[src/rtl/fifo_write_ctrl.sv]
// fifo_write_ctrl: write-domain pointer/status controller of the asynchronous FIFO (optional overflow logic under FIFO_WR_OVF_EN).
// Latency: w_en_o/w_addr_o combinational from w_inc_i and the pointer; pointers, full, level, almost-full update one edge after the cause.
// Backpressure: writes are rejected while w_full_o is high; w_full_o clears only once the synchronised read pointer shows free space.
module fifo_write_ctrl #(
   parameter int ADDR_SIZE    = 8,
   parameter int AFULL_THRESH = 252
) (
   input  logic                 w_clk_i,
   input  logic                 w_rst_i,
   input  logic                 w_inc_i,
   input  logic [ADDR_SIZE:0]   w_r_ptr_i,
   output logic [ADDR_SIZE-1:0] w_addr_o,
   output logic                 w_en_o,
   output logic [ADDR_SIZE:0]   w_ptr_o,
   output logic                 w_full_o,
   output logic                 w_almost_full_o,
   output logic [ADDR_SIZE:0]   w_level_o,
   input  logic                 w_ovf_clr_i,
   output logic                 w_ovf_o,
   output logic [15:0]          w_ovf_cnt_o
);

   localparam int PW = ADDR_SIZE + 1;
   localparam logic [PW-1:0] AFULL_LVL = PW'(AFULL_THRESH);

   logic [PW-1:0] w_bin;
   logic [PW-1:0] w_gray;
   logic [PW-1:0] bin_next;
   logic [PW-1:0] gray_next;
   logic [PW-1:0] r_bin;
   logic [PW-1:0] level_next;
   logic          full_next;
   logic          almost_full_next;
   logic          accept;

   // A write is taken only when there is room; while reset is held nothing is written,
   // so an in-flight request during reset never reaches the RAM.
   assign accept   = w_inc_i && !w_full_o && w_rst_i;
   assign w_en_o   = accept;
   assign w_addr_o = w_bin[ADDR_SIZE-1:0];
   assign w_ptr_o  = w_gray;

   // Next pointer in both codes; the extra MSB distinguishes full from empty.
   assign bin_next  = w_bin + PW'(accept);
   assign gray_next = (bin_next >> 1) ^ bin_next;

   // Gray-to-binary of the synchronised read pointer: each bit is the XOR of itself and all bits above.
   always_comb begin
      r_bin = '0;
      for (int i = 0; i < PW; i++) begin
         r_bin[i] = ^(w_r_ptr_i >> i);
      end
   end

   // Full when the write pointer has lapped the read pointer exactly once; level and
   // almost-full share the same next pointer so all three flags always agree.
   assign full_next        = (gray_next == {~w_r_ptr_i[ADDR_SIZE:ADDR_SIZE-1],
                                            w_r_ptr_i[ADDR_SIZE-2:0]});
   assign level_next       = bin_next - r_bin;
   assign almost_full_next = (level_next >= AFULL_LVL);

   // Pointer and status registers.
   always_ff @(posedge w_clk_i or negedge w_rst_i) begin
      if (!w_rst_i) begin
         w_bin           <= '0;
         w_gray          <= '0;
         w_full_o        <= 1'b0;
         w_almost_full_o <= 1'b0;
         w_level_o       <= '0;
      end else begin
         w_bin           <= bin_next;
         w_gray          <= gray_next;
         w_full_o        <= full_next;
         w_almost_full_o <= almost_full_next;
         w_level_o       <= level_next;
      end
   end

`ifdef FIFO_WR_OVF_EN
   // Sticky flag and saturating count of writes attempted while full; a clear beats a same-cycle overflow.
   always_ff @(posedge w_clk_i or negedge w_rst_i) begin
      if (!w_rst_i) begin
         w_ovf_o     <= 1'b0;
         w_ovf_cnt_o <= '0;
      end else if (w_ovf_clr_i) begin
         w_ovf_o     <= 1'b0;
         w_ovf_cnt_o <= '0;
      end else if (w_inc_i && w_full_o) begin
         w_ovf_o <= 1'b1;
         if (w_ovf_cnt_o != 16'hFFFF) begin
            w_ovf_cnt_o <= w_ovf_cnt_o + 16'd1;
         end
      end
   end
`else
   assign w_ovf_o     = 1'b0;
   assign w_ovf_cnt_o = '0;
   logic unused_ovf_clr;
   assign unused_ovf_clr = w_ovf_clr_i;
`endif

endmodule
[config.mk]
export PLATFORM = sky130hd
export DESIGN_NAME = fifo_write_ctrl
export DESIGN_NICKNAME = d
export VERILOG_FILES = /design/src/rtl/fifo_write_ctrl.sv
export SDC_FILE = /design/constraint.sdc
export NUM_CORES = 1
export LEC_CHECK = 0
export CORE_UTILIZATION = 35
export CTS_CLUSTER_SIZE = 30
export DETAILED_ROUTE_END_ITERATION = 10
export PLACE_DENSITY = 0.71
export SETUP_SLACK_MARGIN = 0.4
export SLEW_MARGIN = 0
export SYNTH_ARGS = -nofsm -noshare
export SYNTH_HDL_FRONTEND = slang
export SYNTH_SLANG_ARGS = --single-unit
export TNS_END_PERCENT = 100
[constraint.sdc]
create_clock -name w_clk_i -period 8.8 [get_ports w_clk_i]
set_input_delay 1.76 -clock w_clk_i [delete_from_list [all_inputs] [get_ports w_clk_i]]
set_output_delay 1.76 -clock w_clk_i [all_outputs]
set_load 0.005 [all_outputs]
; ---- After elaboration in Yosys (flattened, before gate mapping)
; Cells that the tools add are included.
[word_totals]
inputBits = 13
ff_bits = 29
word_cells = 23
output_inout_bits = 46
[op_classes]
add_sub_neg = 2
n_lt_le_gt_ge = 1
reduce_logical = 12
eq_ne = 1
bitwise_logic = 2
[op_table]
columns = op, count
row1 = 9-bit parity, 9
row2 = 9-bit by 1-bit adder with 9-bit output, 1
row3 = 9-bit equality test, 1
row4 = "9-bit by 8-bit >= comparator with 1-bit output, second input constant", 1
row5 = 9-bit subtractor, 1
row6 = 8-bit by 9-bit bitwise XOR with 9-bit output, 1
row7 = 1-bit logical AND, 2
row8 = 2-bit NOT, 1
row9 = 1-bit zero test, 1

; ---- Logic depth before layout (Yosys ltp)
[logic_depth]
word_depth = 6
ltp_mapped = 16
ltp_nobuf = 15

; ---- Least setup slack after synthesis
; Ideal clock, no wire load.
[synth_path]
path_type = in2reg
from = in w_r_ptr_i[7]
to = reg w_almost_full_o
setup_time_ns = 0.128
n_path_buf = 0
t_arrival_ns = 4.526
path_slack_ns = 4.146
t_required_ns = 8.672
stages = 12
cell_sequence = xor3_2 xnor2_2 xnor2_1 xnor2_1 xnor2_1 ha_1 fa_1 a211oi_2 a211oi_2 o221ai_2 mux2i_1 o22ai_1
[synth_between]
elab_chain_cells = 3
word_cells_on_any_way = 10
classes_between = add/sub (1) / order compare (1) / reduce/logical (8)
[synth_lines]
columns = item, line
row1 = start: declaration, 11  ; input logic [ADDR_SIZE:0] w_r_ptr_i,
row2 = 9-bit parity, 51  ; r_bin[i] = ^(w_r_ptr_i >> i);
row3 = 9-bit subtractor *, 59  ; assign level_next = bin_next - r_bin;
row4 = 9-bit by 8-bit >= comparator with 1-bit output *, 60  ; assign almost_full_next = (level_next >= AFULL_LVL);
row5 = named net almost_full_next, 33  ; logic almost_full_next;
row6 = end signal: assignment, 74  ; w_almost_full_o <= almost_full_next;
row7 = end: declaration, 16  ; output logic w_almost_full_o,
; The timed path passes the listed nets; every way through them passes the cells marked *.

; ---- Final worst setup path
[layout_path]
from = in w_rst_i
to = reg w_almost_full_o
[layout_between]
elab_chain_cells = 4
[layout_lines]
columns = item, line
row1 = start: declaration, 9  ; input logic w_rst_i,
row2 = 1-bit logical AND, 38  ; assign accept = w_inc_i && !w_full_o && w_rst_i;
row3 = 9-bit by 1-bit adder with 9-bit output, 44  ; assign bin_next = w_bin + PW'(accept);
row4 = named net bin_next[4], 28  ; logic [PW-1:0] bin_next;
row5 = 9-bit subtractor, 59
row6 = named net level_next[6], 31  ; logic [PW-1:0] level_next;
row7 = 9-bit by 8-bit >= comparator with 1-bit output, 60
row8 = named net almost_full_next, 33
; The timed path passes the listed nets, and every way through them passes these cells.

==> results.sh <==
export IMPL_status="finished clean"
export IMPL_hold_class="reg -> reg"
export IMPL_pre_cts_ws_ns=3.103
export IMPL_dr_pass1_iters=4
export IMPL_leakagePower_nw=1.106
export IMPL_crit_fanout=29
export IMPL_synth_area_leaders="dfrtp_1, xnor2_1, buf_4"
export IMPL_cts_resized_gates=0
export IMPL_critical_path_slowest_cell="xor2_1"
export IMPL_dr_wl_met2_mm=2.011
export IMPL_initial_core_util_pct=36.40
export IMPL_slew_headroom_pct=49.10
export IMPL_routed_via_density=4.772
export IMPL_routed_wl_mm=3.917
export IMPL_post_cts_buffers=0
export IMPL_synth_most_common_cell="dfrtp_1"
export IMPL_worstSetupEndpointType="flop"
export IMPL_power_density_mw_per_mm2=309.0
export IMPL_fp_dieW_um=77.68
export IMPL_die_area_mm2=0.006033
export IMPL_wire_per_inst_um=12.59
export IMPL_r2r_slack_ns=5.32
export IMPL_ys_ff_latch=28
export IMPL_fin_cells=311
export IMPL_ys_warnings_count=0
export IMPL_ys_seq_area_share_pct=34.96
export IMPL_setup_viol=0
export IMPL_overflow=0
export IMPL_cp_start_kind="input pin"
export IMPL_fin_ws_ns=3.343
export IMPL_hold_viol=0
export IMPL_met3_length_um=109
export IMPL_clockRootBuffer="clkbuf_8"
export IMPL_ir_drop_v=0.0001180
export IMPL_syn_area_mm2=0.002004
export IMPL_fmax_mhz=183.2
export IMPL_cp_arrival_ns=5.65
export IMPL_drive_gt1_share_pct=7.531
export IMPL_diodes=0
export IMPL_grt_pass1_wl_mm=6.610
export IMPL_synth_area_leader_cell="dfrtp_1"
export IMPL_synthFlopType="dfrtp_1"
export IMPL_drc_errors=0
export IMPL_finalMaxSlewViolations=0
export IMPL_avgSynthCellArea_um2=10.17
export IMPL_period_share_pct=62.02
export IMPL_die_h_um=77.68
export IMPL_gp_congestion=0.8039
export IMPL_nFillCells=515
export IMPL_pin_count=59
export IMPL_clock_sinks=28
export IMPL_r2r_end="w_almost_full_o"
export IMPL_io_buffer_count=40
export IMPL_path_clk_slew_ns=0.09
export IMPL_postCtsHoldBufs=0
export IMPL_synth_edff_count=0
export IMPL_placed_cells=308
export IMPL_whs_ns=0.6013
export IMPL_met1_length_mm=1.723
export IMPL_min_period_ns=5.457
export IMPL_reg2reg_depth=14
export IMPL_grt_pass1_vias=1419
export IMPL_cts_tree="done"
export IMPL_final_util_pct=44.88
export IMPL_crit_path_max_incr_delay_ns=0.63
export IMPL_endpoint="w_almost_full_o"
export IMPL_drv_cap=0
export IMPL_postSynth_asyncResetShare_pct=100.0
export IMPL_synth_cells=197
export IMPL_syn_to_final_growth_pct=23.28
export IMPL_rsz0062_at_grt="false"
export IMPL_track_usage_pct=13.80
export IMPL_cp_required_ns=8.99
export IMPL_ant_nets=0
export IMPL_design_core_area_mm2=0.005507
export IMPL_clock_path_buffers=2
export IMPL_synth_commonest_cells="dfrtp_1, xnor2_1, buf_4, inv_1, xor2_1"
export IMPL_cts_made_buffers=3
export IMPL_cts_htree_levels=1
export IMPL_worst_pin_slew_ns=0.7610
export IMPL_crit_path_cell_trace="clkdlybuf4s50_1 > buf_4 > nand2_1 > nor2_1 > ha_1 > ha_1 > nand3_1 > xor2_1 > inv_1 > ha_1 > inv_1 > and3_1 > inv_1 > a2111o_2 > o211ai_1 > nand4_1 > o22ai_1"
export IMPL_antenna_found_initial=0
export IMPL_cp_startpoint="w_rst_i"
export IMPL_setup_tns_ns=0
export IMPL_initialDrtViolationCount=67
export IMPL_yosysTopAreaCellShare_pct=34.96
export IMPL_hpwlAfterDp_mm=3.100
export IMPL_dr_total_vias=1484
export IMPL_grt_max_degree=30
export IMPL_final_setup_skew_ns=0.004440
export IMPL_top_layer="met4"
export IMPL_clkLatencyLatePin_ns=0.27
export IMPL_worst_setup_path_type="in -> reg"
export IMPL_nets=265
export IMPL_yosysUniqueCellTypes=46
export IMPL_r2r_start="w_full_o"
export IMPL_rows=27
## per-stage QoR
step | power [mW] | cell area (um2)
floorplan | 0.5364 | 2064
global placement | 0.6897 | 2430
detailed placement | 0.7008 | 2430
CTS | 0.7727 | 2471
global route | 0.8303 | 2471
finish | 0.7636 | 2471
## worst max-delay path, delay by kind of cell
kind            cells  cell delay (ns)
xor+xnor            1             0.63
compound gates      3             0.67
fa+ha+maj           3             0.80
simple gates        5             0.70
buf+inv             5             1.08
## cells by family (layout without fill, tap and decap cells)
group | after synthesis | count (layout) | synth area share (%)
and+or+nand+nor | 47 | 47 | 12.24
other | 1 | 17 | 0.1871
AOI/OAI and AO/OA | 29 | 29 | 12.24
adders and majority gates | 11 | 11 | 7.241
buffers and inverters | 36 | 62 | 9.987
xor gates and xnor gates | 43 | 43 | 22.16
DFF | 28 | 28 | 34.96
muxes | 2 | 2 | 0.9988
## layout make-up
class	instances	area (um2)	share of cell area, %
inverter	18	67.56	2.734
timing repair buffer	41	407.9	16.51
clock buffer	3	41.29	1.671
sequential	28	700.7	28.35
multi-input combinational	149	1164	47.09
tap	72	90.09	3.646
## per-layer routing
layer,track usage (%),vias up
li1,-,726
met1,17.68,709
met2,24.16,43
met3,1.059,6
met4,5.094,0
met5,0,-
## sequential cells by signal, indices dropped and copies added, names as in the netlist
signal,count
w_almost_full_o,1
w_level_o,9
w_ptr_o,8
w_bin,9
w_full_o,1
## power breakdown
| part | switching (mW) | internal [mW] | total [mW] |
|---|---|---|---|
| Clock | 0.0363 | 0.0307 | 0.0670 |
| Sequential | 0.0276 | 0.180 | 0.208 |
| Combinational | 0.240 | 0.249 | 0.489 |
| Total | 0.304 | 0.460 | 0.764 |
## worst min-delay path by stage
stage	from	to	slack (ns)	cells past startpoint
2_1_floorplan	w_bin[8]	w_bin[8]	0.58	1
3_3_place_gp	w_bin[8]	w_bin[8]	0.59	1
3_5_place_dp	w_bin[8]	w_bin[8]	0.59	1
4_1_cts	w_bin[8]	w_bin[8]	0.60	1
5_1_grt	w_bin[8]	w_bin[8]	0.62	1
6_report	w_bin[8]	w_bin[8]	0.60	1
## cell usage in the layout (no fill, tap or decap), drive strengths merged, types with 2 or more instances in the layout
| cell type | count |
|---|---|
| ha | 10 |
| o2111ai | 2 |
| o21ai | 4 |
| clkbuf | 3 |
| nand2 | 9 |
| and4 | 2 |
| clkdlybuf4s50 | 40 |
| mux2i | 2 |
| o22a | 2 |
| and3 | 4 |
| or3 | 2 |
| xnor3 | 2 |
| and2 | 2 |
| inv | 18 |
| dfrtp | 28 |
| nor2 | 10 |
| o221a | 2 |
| xnor2 | 27 |
| a211oi | 2 |
| nor2b | 2 |
| o211ai | 3 |
| conb | 17 |
| nand3 | 5 |
| xor2 | 13 |
| a21oi | 6 |
| nor3 | 4 |
No activity file was read; power rests on OpenSTA's default activity.
